File: config.mk
export PLATFORM = sky130hd
export DESIGN_NAME = hc595_frame_serializer_flat
export DESIGN_NICKNAME = d
export VERILOG_FILES = /design/src/rtl/hc595_frame_serializer_if.sv /design/src/rtl/hc595_frame_serializer.sv /design/src/flat_wrapper.sv
export SDC_FILE = /design/constraint.sdc
export NUM_CORES = 1
export LEC_CHECK = 0
export ABC_AREA = 1
export CAP_MARGIN = 40
export CORE_ASPECT_RATIO = 1.1
export CORE_MARGIN = 2
export CORE_UTILIZATION = 39
export DETAILED_ROUTE_END_ITERATION = 16
export GPL_ROUTABILITY_DRIVEN = 0
export PLACE_DENSITY = 0.66
export SETUP_SLACK_MARGIN = 0.15
export SYNTH_ARGS = -nofsm -noshare
export SYNTH_HDL_FRONTEND = slang
export SYNTH_SLANG_ARGS = --single-unit
File: constraint.sdc
create_clock -name clk_i -period 1.7 [get_ports clk_i]
set_input_delay 0.17 -clock clk_i [delete_from_list [all_inputs] [get_ports clk_i]]
set_output_delay 0.17 -clock clk_i [all_outputs]
set_load 0.03 [all_outputs]
File: src/rtl/hc595_frame_serializer_if.sv
// Frame handshake and 74HC595 pin bundle between the display multiplexer and the serializer.
// The multiplexer side uses the master modport and the serializer uses the slave modport.
interface hc595_frame_serializer_if #(
  parameter int N = 16
);
  logic         start_i;
  logic [N-1:0] data_i;
  logic         ready_o;
  logic         done_o;
  logic         sclk_o;
  logic         data_o;
  logic         latch_en_o;

  modport master (
    output start_i, data_i,
    input  ready_o, done_o, sclk_o, data_o, latch_en_o
  );

  modport slave (
    input  start_i, data_i,
    output ready_o, done_o, sclk_o, data_o, latch_en_o
  );
endinterface

File: src/rtl/hc595_frame_serializer.sv
// Shifts one parallel frame into a chain of NUM_ICS 74HC595s, then pulses ST_CP.
// Optional macro HC595_LSB_FIRST_EN selects LSB-first shifting; the default is MSB-first.
module hc595_frame_serializer #(
  parameter int NUM_ICS    = 2,
  parameter int CLK_DIV    = 4,
  parameter int IDLE_LATCH = 0
) (
  input  logic                      clk_i,
  input  logic                      rst_i,
  hc595_frame_serializer_if.slave   bus
);
  localparam int N  = 8 * NUM_ICS;
  localparam int PW = ($clog2(2 * CLK_DIV) > 1) ? $clog2(2 * CLK_DIV) : 1;
  localparam int BW = $clog2(N + 1);

  localparam logic [PW-1:0] PH_HI    = PW'(CLK_DIV - 1);
  localparam logic [PW-1:0] PH_LAST  = PW'(2 * CLK_DIV - 1);
  localparam logic [BW-1:0] BIT_LAST = BW'(N - 1);
  localparam logic          IDLE_LVL = 1'(IDLE_LATCH);

  typedef enum logic [1:0] {
    ST_IDLE  = 2'd0,
    ST_SHIFT = 2'd1,
    ST_LATCH = 2'd2
  } state_t;

  state_t        state_r;
  logic [N-1:0]  sr_r;
  logic [BW-1:0] bit_cnt_r;
  logic [PW-1:0] phase_r;

  // Bit that goes onto DS next, taken from the head of the frame.
  function automatic logic head_bit(input logic [N-1:0] f);
`ifdef HC595_LSB_FIRST_EN
    return f[0];
`else
    return f[N-1];
`endif
  endfunction

  // Frame with its head bit consumed.
  function automatic logic [N-1:0] advance(input logic [N-1:0] f);
`ifdef HC595_LSB_FIRST_EN
    return {1'b0, f[N-1:1]};
`else
    return {f[N-2:0], 1'b0};
`endif
  endfunction

  // Frame FSM: DS changes only where SH_CP falls, so setup and hold are both CLK_DIV cycles.
  always_ff @(posedge clk_i or posedge rst_i) begin
    if (rst_i) begin
      state_r        <= ST_IDLE;
      sr_r           <= '0;
      bit_cnt_r      <= '0;
      phase_r        <= '0;
      bus.ready_o    <= 1'b1;
      bus.done_o     <= 1'b0;
      bus.sclk_o     <= 1'b0;
      bus.data_o     <= 1'b0;
      bus.latch_en_o <= IDLE_LVL;
    end else begin
      case (state_r)
        ST_IDLE: begin
          bus.done_o <= 1'b0;
          if (bus.start_i) begin
            sr_r        <= advance(bus.data_i);
            bus.data_o  <= head_bit(bus.data_i);
            bus.ready_o <= 1'b0;
            bus.sclk_o  <= 1'b0;
            bit_cnt_r   <= '0;
            phase_r     <= '0;
            state_r     <= ST_SHIFT;
          end else begin
            state_r <= ST_IDLE;
          end
        end
        ST_SHIFT: begin
          if (phase_r == PH_LAST) begin
            phase_r    <= '0;
            bus.sclk_o <= 1'b0;
            if (bit_cnt_r == BIT_LAST) begin
              bus.latch_en_o <= 1'b1;
              state_r        <= ST_LATCH;
            end else begin
              bit_cnt_r  <= bit_cnt_r + BW'(1);
              bus.data_o <= head_bit(sr_r);
              sr_r       <= advance(sr_r);
            end
          end else begin
            phase_r <= phase_r + PW'(1);
            if (phase_r == PH_HI) begin
              bus.sclk_o <= 1'b1;
            end else begin
              bus.sclk_o <= bus.sclk_o;
            end
          end
        end
        ST_LATCH: begin
          // Latch pulse reuses the phase counter; done and ready rise together as it ends.
          if (phase_r == PH_HI) begin
            phase_r        <= '0;
            bus.latch_en_o <= IDLE_LVL;
            bus.done_o     <= 1'b1;
            bus.ready_o    <= 1'b1;
            state_r        <= ST_IDLE;
          end else begin
            phase_r <= phase_r + PW'(1);
          end
        end
        default: begin
          state_r        <= ST_IDLE;
          phase_r        <= '0;
          bit_cnt_r      <= '0;
          bus.ready_o    <= 1'b1;
          bus.done_o     <= 1'b0;
          bus.sclk_o     <= 1'b0;
          bus.latch_en_o <= IDLE_LVL;
        end
      endcase
    end
  end
endmodule
File: src/flat_wrapper.sv
// flat-port wrapper written by rule: the top's interface ports become plain ports
module hc595_frame_serializer_flat 
#(
  parameter int NUM_ICS    = 2,
  parameter int CLK_DIV    = 4,
  parameter int IDLE_LATCH = 0
)
  (clk_i, rst_i, bus_start_i, bus_data_i, bus_ready_o, bus_done_o, bus_sclk_o, bus_data_o, bus_latch_en_o);
  hc595_frame_serializer_if bus_i ();
  input  logic clk_i;
  input  logic rst_i;
  input wire logic [$bits(bus_i.start_i)-1:0] bus_start_i;
  input wire logic [$bits(bus_i.data_i)-1:0] bus_data_i;
  output wire logic [$bits(bus_i.ready_o)-1:0] bus_ready_o;
  output wire logic [$bits(bus_i.done_o)-1:0] bus_done_o;
  output wire logic [$bits(bus_i.sclk_o)-1:0] bus_sclk_o;
  output wire logic [$bits(bus_i.data_o)-1:0] bus_data_o;
  output wire logic [$bits(bus_i.latch_en_o)-1:0] bus_latch_en_o;
  assign bus_i.start_i = bus_start_i;
  assign bus_i.data_i = bus_data_i;
  assign bus_ready_o = bus_i.ready_o;
  assign bus_done_o = bus_i.done_o;
  assign bus_sclk_o = bus_i.sclk_o;
  assign bus_data_o = bus_i.data_o;
  assign bus_latch_en_o = bus_i.latch_en_o;
  hc595_frame_serializer #(.NUM_ICS(NUM_ICS), .CLK_DIV(CLK_DIV), .IDLE_LATCH(IDLE_LATCH)) u_core (.clk_i(clk_i), .rst_i(rst_i), .bus(bus_i));
endmodule
-- After elaboration in Yosys (flattened, before gate mapping)
Index checks and enable logic that the tools add are counted.
W data, S select, Z words.
- add/sub/neg operators: 2
- multipliers: 0
- div/mod/pow operators: 0
- magnitude comparators: 0
- eq/ne operators: 11
- shift operators: 0
- multiplexer cells: 31
- bitwise logic cells: 3
- reduce and logical (&&, ||, !) cells: 9
- operator list (operator ; count):
    $mux W16 ; 3
    $pmux W16 S2 ; 1
    $mux W5 ; 3
    $pmux W5 S3 ; 1
    $reduce_and A4 Y1 ; 3
    $mux W1 ; 10
    $mux W3 ; 3
    $pmux W1 S3 ; 3
    $pmux W3 S3 ; 1
    $reduce_and A3 Y1 ; 3
    $mux W2 ; 3
    $ne A2 B1 Y1 const B ; 3
    $pmux W2 S3 ; 1
    $add A5 B1 Y5 const B ; 1
    $eq A5 B4 Y1 const B ; 1
    $ne A2 B2 Y1 const B ; 2
    $pmux W1 S2 ; 2
    $add A3 B1 Y3 const B ; 1
    $eq A3 B2 Y1 const B ; 1
    $eq A3 B3 Y1 const B ; 1
    $ne A3 B1 Y1 const B ; 1
    $not A1 Y1 ; 3
    $eq A2 B1 Y1 const B ; 1
    $eq A2 B2 Y1 const B ; 1
    3 further kinds ; 3
- register bits after elaboration: 31
- latch bits: 0
- memory bits (writable): 0
- ROM bits: 0
- input bits: 19
- output and inout port bits: 5
- logic and storage cells: 65
- memories kept: 0

-- Logic depth before layout (Yosys ltp)
Gate-level depths: netlist of run 1.
- depth in word-level cells: 4
- depth in mapped cells: 10
- gate-level depth less buffers: 9

-- Worst setup path after synthesis of run 1
No wires, ideal clock.
- path kind: register -> register
- start point: register u_core.bit_cnt_r[0]
- end point: register u_core.sr_r[2]
- setup time: 0.116 ns
- data arrival time: 1.574 ns
- required time: 1.584 ns
- path slack: 0.009 ns
- stages on the path, launching flop included: 10
- buffers on the path: 1
- clock period less this slack: 1.691 ns
- cell sequence: dfrtp_1 ha_1 nand2_1 nor2_1 ha_1 o21ai_2 nand2_4 buf_6 nand2_1 nand2_1
- longest elaborated chain between the ends: 3
- RTL lines (what ; line ; source):
    from (decl) ; hc595_frame_serializer.sv:29 ; logic [BW-1:0] bit_cnt_r;
    from (signal assigned) ; hc595_frame_serializer.sv:86 ; bit_cnt_r <= bit_cnt_r + BW'(1);
    $eq A5 B4 Y1 ; hc595_frame_serializer.sv:82 ; if (bit_cnt_r == BIT_LAST) begin
    $ne A2 B2 Y1 (no line) ; n/a ;
    $reduce_and A4 Y1 (no line) ; n/a ;
    to (signal assigned) ; hc595_frame_serializer.sv:67 ; sr_r <= advance(bus.data_i);
    to (signal assigned) ; hc595_frame_serializer.sv:88 ; sr_r <= advance(sr_r);
    to (decl) ; hc595_frame_serializer.sv:28 ; logic [N-1:0] sr_r;
Every way passes these cells.
A chain may end at the register's enable or synchronous reset.

-- Worst setup path in the final report of run 1
- start point: register u_core.bit_cnt_r[1]
- end point: register u_core.sr_r[8]
Same word-level chain as after synthesis.

==> results.md, run 1 <==
* Result of the run: completed
* DR iter-0 viols at between 80 and 90
* Number of hold-slack violations in the final timing report at 0
* Hold buffers post-CTS at 0
* Total of flip-flops plus latches after synthesis at 30
* Library cell contributing the largest single delay on the critical path: dfrtp_1
* Vias in the first global route at between 1000 and 1500
* Clock network power share at approximately 50%
* Setup slack after placement at a little over 90 ps
* Number of different library cells in the post-synthesis netlist at 21
* CP Class: reg2reg
* Overall die height at approximately 74 um
* Detailed-route DRC error count at 0
* Number of antenna violations at the first check in global routing at 0
* Cell taking the most area after synthesis: dfrtp_1
* Clock transition at path regs at roughly 60 ps
* Reg2reg end: u_core.sr_r[8]
* Via-to-Cell Ratio at 4.81
* Worst hold slack across all endpoints at ~180 ps
* Arrival @ worst endpoint at 1790 ps
* Combinational share of power at under 10%
* Clock buffers created by TritonCTS at 5
* Total negative slack for setup checks at 0 ps
* Site row count at 25
* Number of ports placed on the die boundary at 24
* Number of fillers in the final layout at between 400 and 500
* First-pass GRT wire length at 6210 um
* VDD IR-drop max at 337 uV
* Total routed wirelength at between 3000 and 4000 um
* Yosys Warn Count at 0
* Die Area at roughly 0.0049 mm2
* Crit path launch type: flip-flop
* Minimum period implied by the final worst setup slack at around 1600 ps
* Mapped Area at about 0.0017 mm2
* Clock tree root driver cell: clkbuf_8
* Buf/Inv on CP at 1
* Least setup slack across all paths after layout at 134 ps
* I/O Buffers at 23
* Share of the clock period used by the worst path at around 92%
* Cell leakage power at roughly 1.2 nW
* Startpoint of the lowest-slack register-to-register path: u_core.bit_cnt_r[1]
* CTS tree: done
* Deepest clock path buffer count at 2
* Sw Pwr at roughly 290 uW
* Synthesized Nets at around 250
* Drt pass-1 iters at 4
* Syn Inst Count at between 200 and 250
* Synth top area share at 42.3%
* Maximum clock frequency at ~640 MHz
* Post-synthesis sequential area ratio at between 40% and 50%
* Max-slew violation total from the final report at 0
* Number of nets with antenna violations after routing at 0
* Unrepaired setup endpoints after global routing: true
* Critical path endpoint category: flip-flop
* Clock latency reported for the late side of the worst-skew pair at approximately 280 ps
* Largest cells by area after synthesis: dfrtp_1 42%, nand2_1 22%, ha_1 8.0%, nand3_1 7.6%, o21ai_0 3.5%
* Cell family contributing the most delay on the critical path: flip-flops
* Largest net degree at the start of global routing at 22
* CTS HTree Levels at 2
* Cell Chain, Critical Path: ha_2 -> nand2_2 -> nor2_2 -> ha_4 -> o21ai_4 -> buf_6 -> nand3_2 -> nand2_1
* Total track usage at between 10% and 20%
* Transition time at the pin with the least slew margin at 424 ps
* HP Class: in2async
* Final-stage net count at about 300
* P&R area growth vs syn at 38.3%
* Cell Pwr Density at 639 mW/mm2
* Standard cell core area at about 0.0043 mm2
* Fraction of final layout cells with drive strength greater than 1 at 23.3%
* Routed WL per cell at between 10 and 15 um
* Int Pwr at approximately 1.2 mW
* GR Overflow Total at 0
* Number of setup violations in the final report at 0
* Dpl hpwl at 2550 um
* FF-to-FF path depth at 8
* Starting density of the core at roughly two fifths
* Detailed-route via count at 1521
* Max-capacitance violation count at 0
* Number of clock sinks at 30
* Seq pwr share at a little under half
* Final Skew at between 3 and 4 ps
* Setup slack of the worst register-to-register path at between 100 and 150 ps
* Post-Syn Area per Cell at between 7 and 8 um2
* Required time at the worst-slack endpoint at about 1900 ps
* Number of antenna diodes at 0
* Die extent in x at between 60 and 70 um
* Worst slew margin relative to its limit at between 70 and 80%
* Max FO, Critical Path at 8
* Switch share at about a fifth
* Critical Path Max Stage Delay at around 400 ps
layout make-up:
class / instances / area (um2) / area share (%)
well taps: 54 / 67.6 / 2.85
flip-flops and latches: 30 / 753 / 31.7
inverters: 17 / 73.8 / 3.11
multi-input cells: 169 / 990 / 41.7
clock inverters: 1 / 30.0 / 1.27
clock buffers: 6 / 82.6 / 3.48
repair buffers: 39 / 377 / 15.9
cells by family (layout without fill, tap and decap cells):
group / Yosys count / after routing / synth area share, %
buffers and inverters: 25 / 63 / 8.09
adders and majority gates: 11 / 11 / 8.02
DFF: 30 / 30 / 43.8
AOI/OAI and AO/OA: 15 / 15 / 5.25
and+or+nand+nor: 142 / 143 / 34.8
cells in the final DEF, fill, tap and decap left out:
cell type | netlist | final
a21oi_4 | 1 | 1
buf_12 | 0 | 1
buf_4 | 1 | 11
buf_6 | 4 | 4
bufinv_16 | 0 | 1
clkbuf_8 | 0 | 6
clkdlybuf4s50_1 | 0 | 22
dfrtp_1 | 29 | 28
dfrtp_2 | 0 | 1
dfstp_2 | 1 | 1
dlygate4sd2_1 | 0 | 1
ha_1 | 11 | 5
ha_2 | 0 | 2
ha_4 | 0 | 4
inv_1 | 15 | 14
inv_2 | 1 | 1
inv_4 | 0 | 1
inv_8 | 1 | 1
nand2_1 | 102 | 98
nand2_2 | 2 | 6
nand2_4 | 1 | 2
nand3_1 | 26 | 12
nand3_2 | 0 | 14
nand3b_1 | 2 | 2
nand4_1 | 2 | 2
nor2_1 | 6 | 4
nor2_2 | 0 | 1
nor2_4 | 1 | 2
o21ai_0 | 12 | 11
o21ai_1 | 1 | 2
o21ai_4 | 0 | 1
sequential cells by signal, indices dropped and copies added, names as in the netlist:
register / count
u_core.bus.latch_en_o: 1
u_core.state_r: 2
u_core.bus.data_o: 1
u_core.bus.sclk_o: 1
u_core.phase_r: 3
u_core.bus.done_o: 1
u_core.bus.ready_o: 1
u_core.sr_r: 15
u_core.bit_cnt_r: 5
worst reg2reg max path, cell delays in order (launching register included):
cell and delay, ps:
dfrtp_1 400, ha_2 210, nand2_2 80, nor2_2 50, ha_4 170, o21ai_4 260
buf_6 200, nand3_2 70, nand2_1 60
metrics by stage:
step | utilization (%) | cell area, um2 | power (mW) | instances
finish | 55.8 | 2370 | 1.52 | 316
global route | 55.8 | 2370 | 1.56 | 316
CTS | 51.1 | 2180 | 1.53 | 310
detailed placement | 48.1 | 2050 | 0.791 | 302
global placement | 48.1 | 2050 | 0.791 | 302
floorplan | - | 1730 | 0.738 | 223
synthesized netlist by cell type:
master	count
o21ai_1	1
nand2_2	2
o21ai_0	12
nand2_1	102
nor2_4	1
dfrtp_1	29
nand3_1	26
nor2_1	6
o21ai_2	1
inv_1	15
nand4_1	2
nand3b_1	2
nand2_4	1
inv_2	1
buf_2	3
dfstp_2	1
buf_4	1
a21oi_4	1
ha_1	11
inv_8	1
buf_6	4
metal layers:
layer,vias to the layer above,global-route usage [%],part of all wire [%]
li1,784,-,-
met1,710,21.5,46
met2,21,26.6,49
met3,6,3.68,2.8
met4,0,7.48,2.0
met5,-,0,0
power by group through the flow:
stage / Sequential, mW / Combinational (mW) / Clock (mW)
after CTS: 0.714 / 0.0643 / 0.753
after floorplan: 0.727 / 0.0112 / 0
after global routing: 0.713 / 0.0694 / 0.775
after global placement: 0.727 / 0.0644 / 0
after detailed placement: 0.727 / 0.0639 / 0
final: 0.714 / 0.0626 / 0.739
how the worst max path moves through the flow:
stage,end,slack [ps],cells after the start,start
3_3_place_gp,u_core.bit_cnt_r[0],130,9,u_core.bit_cnt_r[0]
2_1_floorplan,u_core.sr_r[2],160,9,u_core.bit_cnt_r[0]
4_1_cts,u_core.bus.latch_en_o,150,9,u_core.bit_cnt_r[1]
6_report,u_core.sr_r[8],130,8,u_core.bit_cnt_r[1]
5_1_grt,u_core.sr_r[1],70,8,u_core.bit_cnt_r[1]
3_5_place_dp,u_core.sr_r[10],90,7,u_core.state_r[1]
repair_timing:
action / in CTS / in global routing
pin swaps: 1 / 27
endpoints found under the setup margin: 23 / 26
cloned: 0 / 2
resized for setup: 5 / 35
buffers inserted: 1 / 4
No activity file was read; power rests on OpenSTA's default activity.
==> inputs of run 2 (changes only) <==
--- a/config.mk
+++ b/config.mk
@@ -6,10 +6,10 @@
 export NUM_CORES = 1
 export LEC_CHECK = 0
 export ABC_AREA = 1
-export CAP_MARGIN = 40
 export CORE_ASPECT_RATIO = 1.1
 export CORE_MARGIN = 2
 export CORE_UTILIZATION = 39
+export CTS_CLUSTER_DIAMETER = 30
 export DETAILED_ROUTE_END_ITERATION = 16
 export GPL_ROUTABILITY_DRIVEN = 0
 export PLACE_DENSITY = 0.66
==> results of run 2 <==
No change in the layout: final DEF, timing and power equal those of run 1.
